`src/rtl/fir_pkg.sv`:
```
`default_nettype none
// +----------------------------------------------------------------------+
// | fir_pkg : shared constants and FSM state type for the FIR cmem ctrl  |
// | Rev 1.0 : initial release                                            |
// +----------------------------------------------------------------------+
package fir_pkg;

  localparam int DEPTH  = 64;
  localparam int WIDTH  = 16;
  localparam int ADDR_W = 6;
  localparam int NTAPS  = 64;

  typedef enum logic [1:0] {
    IDLE  = 2'd0,
    LOAD  = 2'd1,
    SWEEP = 2'd2
  } state_t;

endpackage
`default_nettype wire

```
`src/rtl/fir_tap_cnt.sv`:
```
`default_nettype none
// +----------------------------------------------------------------------+
// | fir_tap_cnt : loadable up-counter that wraps after NTAPS-1 and flags |
// |               the terminal count                                     |
// | Rev 1.0 : initial release                                            |
// +----------------------------------------------------------------------+
module fir_tap_cnt #(
  parameter int ADDR_W = 6,
  parameter int NTAPS  = 64
) (
  input  logic              clk,
  input  logic              rst_n,
  input  logic              ld_i,
  input  logic [ADDR_W-1:0] ld_val_i,
  input  logic              en_i,
  output logic [ADDR_W-1:0] cnt_o,
  output logic              term_o
);

  localparam logic [ADDR_W-1:0] LAST = ADDR_W'(NTAPS - 1);

  logic [ADDR_W-1:0] cnt_q;
  logic [ADDR_W-1:0] cnt_d;

  always_comb begin
    cnt_d = cnt_q;
    if (ld_i) begin
      cnt_d = ld_val_i;
    end else if (en_i) begin
      cnt_d = term_o ? '0 : cnt_q + 1'b1;
    end
  end

  always_ff @(posedge clk or negedge rst_n) begin
    if (!rst_n) begin
      cnt_q <= '0;
    end else begin
      cnt_q <= cnt_d;
    end
  end

  assign cnt_o  = cnt_q;
  assign term_o = (cnt_q == LAST);

endmodule
`default_nettype wire

```
`src/rtl/fir_coef_seq.sv`:
```
`default_nettype none
// +----------------------------------------------------------------------+
// | fir_coef_seq : coefficient memory controller - streams a load into   |
// |                cmem and sweeps its read port once per sample strobe  |
// | Rev 1.0 : initial release                                            |
// +----------------------------------------------------------------------+
module fir_coef_seq #(
  parameter int DEPTH  = fir_pkg::DEPTH,
  parameter int WIDTH  = fir_pkg::WIDTH,
  parameter int ADDR_W = fir_pkg::ADDR_W,
  parameter int NTAPS  = fir_pkg::NTAPS
) (
  input  logic              clk2,
  input  logic              rstn,
  input  logic              cfg_start,
  input  logic              cfg_valid,
  output logic              cfg_ready,
  input  logic [WIDTH-1:0]  cfg_data,
  input  logic              samp_stb,
  output logic              cload,
  output logic [ADDR_W-1:0] caddr,
  output logic [WIDTH-1:0]  cin,
  output logic              ren,
  output logic [ADDR_W-1:0] raddr,
  output logic              coef_valid,
  output logic [ADDR_W-1:0] coef_idx,
  output logic              coef_first,
  output logic              coef_last,
  output logic              coef_ok,
  output logic              busy,
  output logic              samp_drop
);

  import fir_pkg::*;

  if (NTAPS < 1 || NTAPS > DEPTH || (2 ** ADDR_W) < DEPTH) begin : g_param_err
    $error("fir_coef_seq: illegal DEPTH/ADDR_W/NTAPS combination");
  end

  state_t            state_q;
  logic              cload_q;
  logic [ADDR_W-1:0] caddr_q;
  logic [WIDTH-1:0]  cin_q;
  logic              ren_q;
  logic              cvalid_q;
  logic [ADDR_W-1:0] cidx_q;
  logic              cfirst_q;
  logic              clast_q;
  logic              ok_q;
  logic              busy_q;
  logic              drop_q;

  logic [ADDR_W-1:0] wcnt;
  logic              wterm;
  logic [ADDR_W-1:0] rcnt;
  logic              rterm;
  logic              w_ld;
  logic              w_en;
  logic              r_ld;
  logic              r_en;

  // A strobe on the last tap reloads the read counter so the sweep restarts without a bubble.
  assign w_ld = (state_q == IDLE) & cfg_start;
  assign w_en = (state_q == LOAD) & cfg_valid;
  assign r_ld = ((state_q == IDLE) & ~cfg_start & samp_stb & ok_q)
              | ((state_q == SWEEP) & rterm & samp_stb);
  assign r_en = (state_q == SWEEP);

  fir_tap_cnt #(.ADDR_W(ADDR_W), .NTAPS(NTAPS)) u_wcnt (
    .clk      (clk2),
    .rst_n    (rstn),
    .ld_i     (w_ld),
    .ld_val_i ('0),
    .en_i     (w_en),
    .cnt_o    (wcnt),
    .term_o   (wterm)
  );

  fir_tap_cnt #(.ADDR_W(ADDR_W), .NTAPS(NTAPS)) u_rcnt (
    .clk      (clk2),
    .rst_n    (rstn),
    .ld_i     (r_ld),
    .ld_val_i ('0),
    .en_i     (r_en),
    .cnt_o    (rcnt),
    .term_o   (rterm)
  );

  always_ff @(posedge clk2 or negedge rstn) begin
    if (!rstn) begin
      state_q  <= IDLE;
      cload_q  <= 1'b0;
      caddr_q  <= '0;
      cin_q    <= '0;
      ren_q    <= 1'b0;
      cvalid_q <= 1'b0;
      cidx_q   <= '0;
      cfirst_q <= 1'b0;
      clast_q  <= 1'b0;
      ok_q     <= 1'b0;
      busy_q   <= 1'b0;
      drop_q   <= 1'b0;
    end else begin
      cload_q <= 1'b0;
      case (state_q)
        IDLE: begin
          if (cfg_start) begin
            state_q <= LOAD;
            ok_q    <= 1'b0;
            busy_q  <= 1'b1;
            if (samp_stb) drop_q <= 1'b1;
          end else if (samp_stb) begin
            if (ok_q) begin
              state_q <= SWEEP;
              ren_q   <= 1'b1;
              busy_q  <= 1'b1;
            end else begin
              drop_q <= 1'b1;
            end
          end
        end
        LOAD: begin
          if (samp_stb) drop_q <= 1'b1;
          if (cfg_valid) begin
            cload_q <= 1'b1;
            caddr_q <= wcnt;
            cin_q   <= cfg_data;
            if (wterm) begin
              state_q <= IDLE;
              ok_q    <= 1'b1;
              busy_q  <= 1'b0;
            end
          end
        end
        SWEEP: begin
          if (rterm) begin
            if (!samp_stb) begin
              state_q <= IDLE;
              ren_q   <= 1'b0;
              busy_q  <= 1'b0;
            end
          end else if (samp_stb) begin
            drop_q <= 1'b1;
          end
        end
        default: begin
          state_q <= IDLE;
          ren_q   <= 1'b0;
          busy_q  <= 1'b0;
        end
      endcase
      // cmem read latency is one cycle; tap tags follow the read request by one edge.
      cvalid_q <= ren_q;
      cidx_q   <= rcnt;
      cfirst_q <= ren_q & (rcnt == '0);
      clast_q  <= ren_q & rterm;
    end
  end

  assign cfg_ready  = (state_q == LOAD);
  assign cload      = cload_q;
  assign caddr      = caddr_q;
  assign cin        = cin_q;
  assign ren        = ren_q;
  assign raddr      = rcnt;
  assign coef_valid = cvalid_q;
  assign coef_idx   = cidx_q;
  assign coef_first = cfirst_q;
  assign coef_last  = clast_q;
  assign coef_ok    = ok_q;
  assign busy       = busy_q;
  assign samp_drop  = drop_q;

endmodule
`default_nettype wire

```
`config.mk`:
```
export PLATFORM = sky130hd
export DESIGN_NAME = fir_coef_seq
export DESIGN_NICKNAME = d
export VERILOG_FILES = /design/src/rtl/fir_pkg.sv /design/src/rtl/fir_tap_cnt.sv /design/src/rtl/fir_coef_seq.sv
export SDC_FILE = /design/constraint.sdc
export NUM_CORES = 1
export LEC_CHECK = 0
export ABC_AREA = 1
export ABC_CLOCK_PERIOD_IN_PS = 3600
export CORE_MARGIN = 5
export CORE_UTILIZATION = 33
export DETAILED_ROUTE_END_ITERATION = 7
export GPL_TIMING_DRIVEN = 0
export PLACE_DENSITY_LB_ADDON = 0.05
export REMOVE_ABC_BUFFERS = 1
export SYNTH_ARGS = -nofsm -noshare
export SYNTH_HDL_FRONTEND = slang
export SYNTH_HIERARCHICAL = 1
export SYNTH_SLANG_ARGS = --single-unit
```
`constraint.sdc`:
```
create_clock -name clk2 -period 3.6 [get_ports clk2]
set_input_delay 0.9 -clock clk2 [delete_from_list [all_inputs] [get_ports clk2]]
set_output_delay 0.9 -clock clk2 [all_outputs]
set_load 0.05 [all_outputs]
```
==> tab_implementation.tex <==
\begin{tabular}{lr}
\hline
Metric & Value \\
\hline
\multicolumn{2}{l}{\textbf{Setup path}} \\
Setup CP Type & register to output port \\
Maximum fanout along the worst path & 5 \\
Critical Path Start & state\_q[1] \\
Crit path capture type & output port \\
Biggest cell delay along the critical path & 0.82 ns \\
Worst path slowest cell & clkdlybuf4s50\_1 \\
Cells traversed along the worst timing path & inv\_1, ha\_1, clkdlybuf4s50\_1 \\
CP Data Arrival Time & 1.91 ns \\
Worst endpoint required time & 2.70 ns \\
Launching element type of the critical path & register \\
Reg-to-Reg Start & state\_q[1] \\
\multicolumn{2}{l}{\textbf{Timing}} \\
Final hold violations & 0 \\
Minimum period implied by the final worst setup slack & 2.815 ns \\
Worst clock skew on the final layout & 0.009059 ns \\
Worst slew margin relative to its limit & 64.68\% \\
Final setup viols & 0 \\
Count of final max-slew check failures & 0 \\
Tcrit/Tclk final & 78.19\% \\
Slew at the pin with the worst max-slew slack & 0.5281 ns \\
RSZ-0062 raised after global routing & false \\
Total Neg Setup Slack & 0 ns \\
Timing-limited maximum frequency & 355.3 MHz \\
\multicolumn{2}{l}{\textbf{Clock tree}} \\
Sinks on the clock net & 50 \\
Number of hold buffers added after CTS & 0 \\
CTS tree & built \\
Clock transition at path regs & 0.08 ns \\
Maximum number of buffers from clock root to sink & 2 \\
CTS root buf & clkbuf\_8 \\
CTS resizes & 0 \\
Latest clock arrival within the worst-skew pair & 0.30 ns \\
Buffers inserted by post-CTS timing repair & 0 \\
Clock buffer count from CTS & 5 \\
H-tree levels & 2 \\
\multicolumn{2}{l}{\textbf{Drt}} \\
Routed length on met2 & 2499 um \\
Routed vias & 1959 \\
Highest metal layer used by the detailed router & met4 \\
DRC violation total after the first TritonRoute iteration & 48 \\
Via count normalized by instance count & 4.334 \\
Total DRC errors in the routed layout & 0 \\
Router iterations before antenna repair & 4 \\
Post-detailed-routing wire length & 5391 um \\
Met3 WL post-DR & 392 um \\
Routed Antenna Nets & 0 \\
Wire length per cell & 11.93 um \\
Met1 wire length & 2441 um \\
\multicolumn{2}{l}{\textbf{Yosys}} \\
Share of Yosys cell area claimed by the top area cell type & 52.27\% \\
Most used standard cell by instance count after synthesis & nand2\_1 \\
Total of warnings raised by yosys & 6 \\
Number of distinct library cells after synthesis & 23 \\
Syn avg cell area & 8.672 um\^{}2 \\
Dominant register cell in the synthesized netlist & dfrtp\_1 \\
Share of flip-flops with an asynchronous set or reset & 100.0\% \\
Largest area contributor in the synthesized netlist & dfrtp\_1 \\
Share of the yosys chip area belonging to registers & 52.27\% \\
Number of enable flip-flop cells after synthesis & 0 \\
Leading cell types by total area after synthesis & dfrtp\_1, nand2\_1, ha\_1, inv\_1, nor2\_4 \\
Register bit total from synthesis & 50 \\
Instance count of the mapped netlist & 276 \\
Synth Cell Area & 2394 um\^{}2 \\
Commonest cells in the synthesized netlist & nand2\_1, dfrtp\_1, inv\_1, nor2\_1, nand3\_1 \\
\multicolumn{2}{l}{\textbf{Layout}} \\
Ant diodes & 0 \\
Total area of multi-input combinational cells & 1027 um\^{}2 \\
Count of nets after finishing & 382 \\
Sequential Area & 1251 um\^{}2 \\
Share of post-route cells with drive strength above 1 & 7.082\% \\
Area growth syn-to-layout & 36.02\% \\
Fill count & 718 \\
\multicolumn{2}{l}{\textbf{Power}} \\
VDD IR max & 0.3729 mV \\
Sum of internal, switching and leakage power & 3.112 mW \\
Standby leakage power & 1.612 nW \\
Power Density & 955.9 nW/um\^{}2 \\
\multicolumn{2}{l}{\textbf{Floorplan}} \\
Die X-Extent & 95.17 um \\
Count of standard-cell rows & 31 \\
Die Area & 9056 um\^{}2 \\
Ports & 64 \\
Die Y & 95.17 um \\
Effective utilization at floorplan & 33.36\% \\
CORE AREA & 7176 um\^{}2 \\
\multicolumn{2}{l}{\textbf{Place}} \\
Port bufs & 63 \\
Final HPWL DP & 3892 um \\
Final RePlAce weighted congestion & 0.8183 \\
\multicolumn{2}{l}{\textbf{Global route}} \\
Pin count of the biggest net entering global routing & 35 \\
Global route total overflow & 0 \\
Vias in the first global route & 1955 \\
Wire length of the first global-routing pass & 9211 um \\
Global-route usage over all layers & 12.86\% \\
Antenna violations before repair & 0 \\
\multicolumn{2}{l}{\textbf{Worst hold path}} \\
Hold crit path type & register to register \\
Hold path startpoint & samp\_drop \\
\multicolumn{2}{l}{\textbf{Outcome}} \\
Run status & complete, no violations \\
\multicolumn{2}{l}{\textbf{Flow run}} \\
Count of max-cap constraint violations & 0 \\
\hline
\end{tabular}
[kinds of logic after synthesis]
logic type               synth area share [%]
AO/OA/AOI/OAI                           6.690
flip-flops                              52.27
buffers and inverters                   6.534
AND/OR/NAND/NOR                         29.64
other                                  0.1567
adder cells (fa/ha/maj)                 4.705
[flip-flops by register name, summed over array words and instances (netlist names)]
| register | count |
|---|---|
| busy | 1 |
| caddr | 6 |
| cin | 16 |
| cload | 1 |
| coef_first | 1 |
| coef_idx | 6 |
| coef_last | 1 |
| coef_ok | 1 |
| coef_valid | 1 |
| ren | 1 |
| samp_drop | 1 |
| state_q | 2 |
| u_rcnt/cnt_o | 6 |
| u_wcnt/cnt_o | 6 |
[critical path: cells and delay by family (launching register included)]
| family | cells | cell delay (ns) |
|---|---|---|
| buf+inv | 2 | 0.95 |
| fa+ha+maj | 1 | 0.23 |
| flops | 1 | 0.44 |
[final timing paths]
path / slack [ns] / to / cells past startpoint
worst max-delay path: 0.79 / cfg_ready / 3
worst min-delay path: 0.47 / samp_drop / 2
worst max register to register: 1.40 / u_wcnt/cnt_o[5] / 10
worst min register to register: 0.47 / samp_drop / 2
max in group asynchronous: 2.55 / u_wcnt/cnt_o[0] / 2
min in group asynchronous: 0.51 / cin[11] / 1
[where the power goes]
group / switching [mW] / leakage (nW) / internal, mW
Sequential: 0.198 / 0.633 / 0.793
Combinational: 1.16 / 0.926 / 0.569
Clock: 0.180 / 0.0524 / 0.208
Total: 1.54 / 1.61 / 1.57
[per-layer routing]
layer / vias up / track usage (%)
met5: - / 0
met4: 0 / 3.726
met3: 6 / 3.788
met2: 49 / 21.75
met1: 889 / 15.85
li1: 1015 / -
[per-stage QoR]
stage / setup slack [ns] / instances / area [um^2] / hold slack (ns) / util, %
after floorplan: 1.553 / 281 / 2380 / 0.5011 / -
after global placement: 0.02472 / 443 / 3134 / 0.4559 / 43.68
after detailed placement: 0.7624 / 444 / 3149 / 0.4584 / 43.89
after CTS: 0.7686 / 452 / 3256 / 0.4812 / 45.37
after global routing: 0.6723 / 452 / 3256 / 0.5074 / 45.37
final: 0.7853 / 452 / 3256 / 0.4731 / 45.37
[cell type report]
cell class / count / area share [%]
clock buffers: 7 / 2.344
clock inverters: 1 / 0.9224
inverters: 27 / 3.113
multi-input cells: 204 / 31.55
flip-flops and latches: 50 / 38.43
well taps: 99 / 3.805
repair buffers: 64 / 19.83
[layout by cell type, fill, tap and decap left out, drive strengths merged]
master,instances
clkbuf,7
nand3,14
nor4,1
o211ai,2
buf,2
nand2,117
bufinv,1
conb,12
ha,9
inv,27
o31ai,2
o21ai,7
o21bai,2
nor2,19
a22oi,10
clkdlybuf4s50,62
or2,1
dfrtp,50
a21oi,1
nand4,7
(Power assumes the default switching activity.)
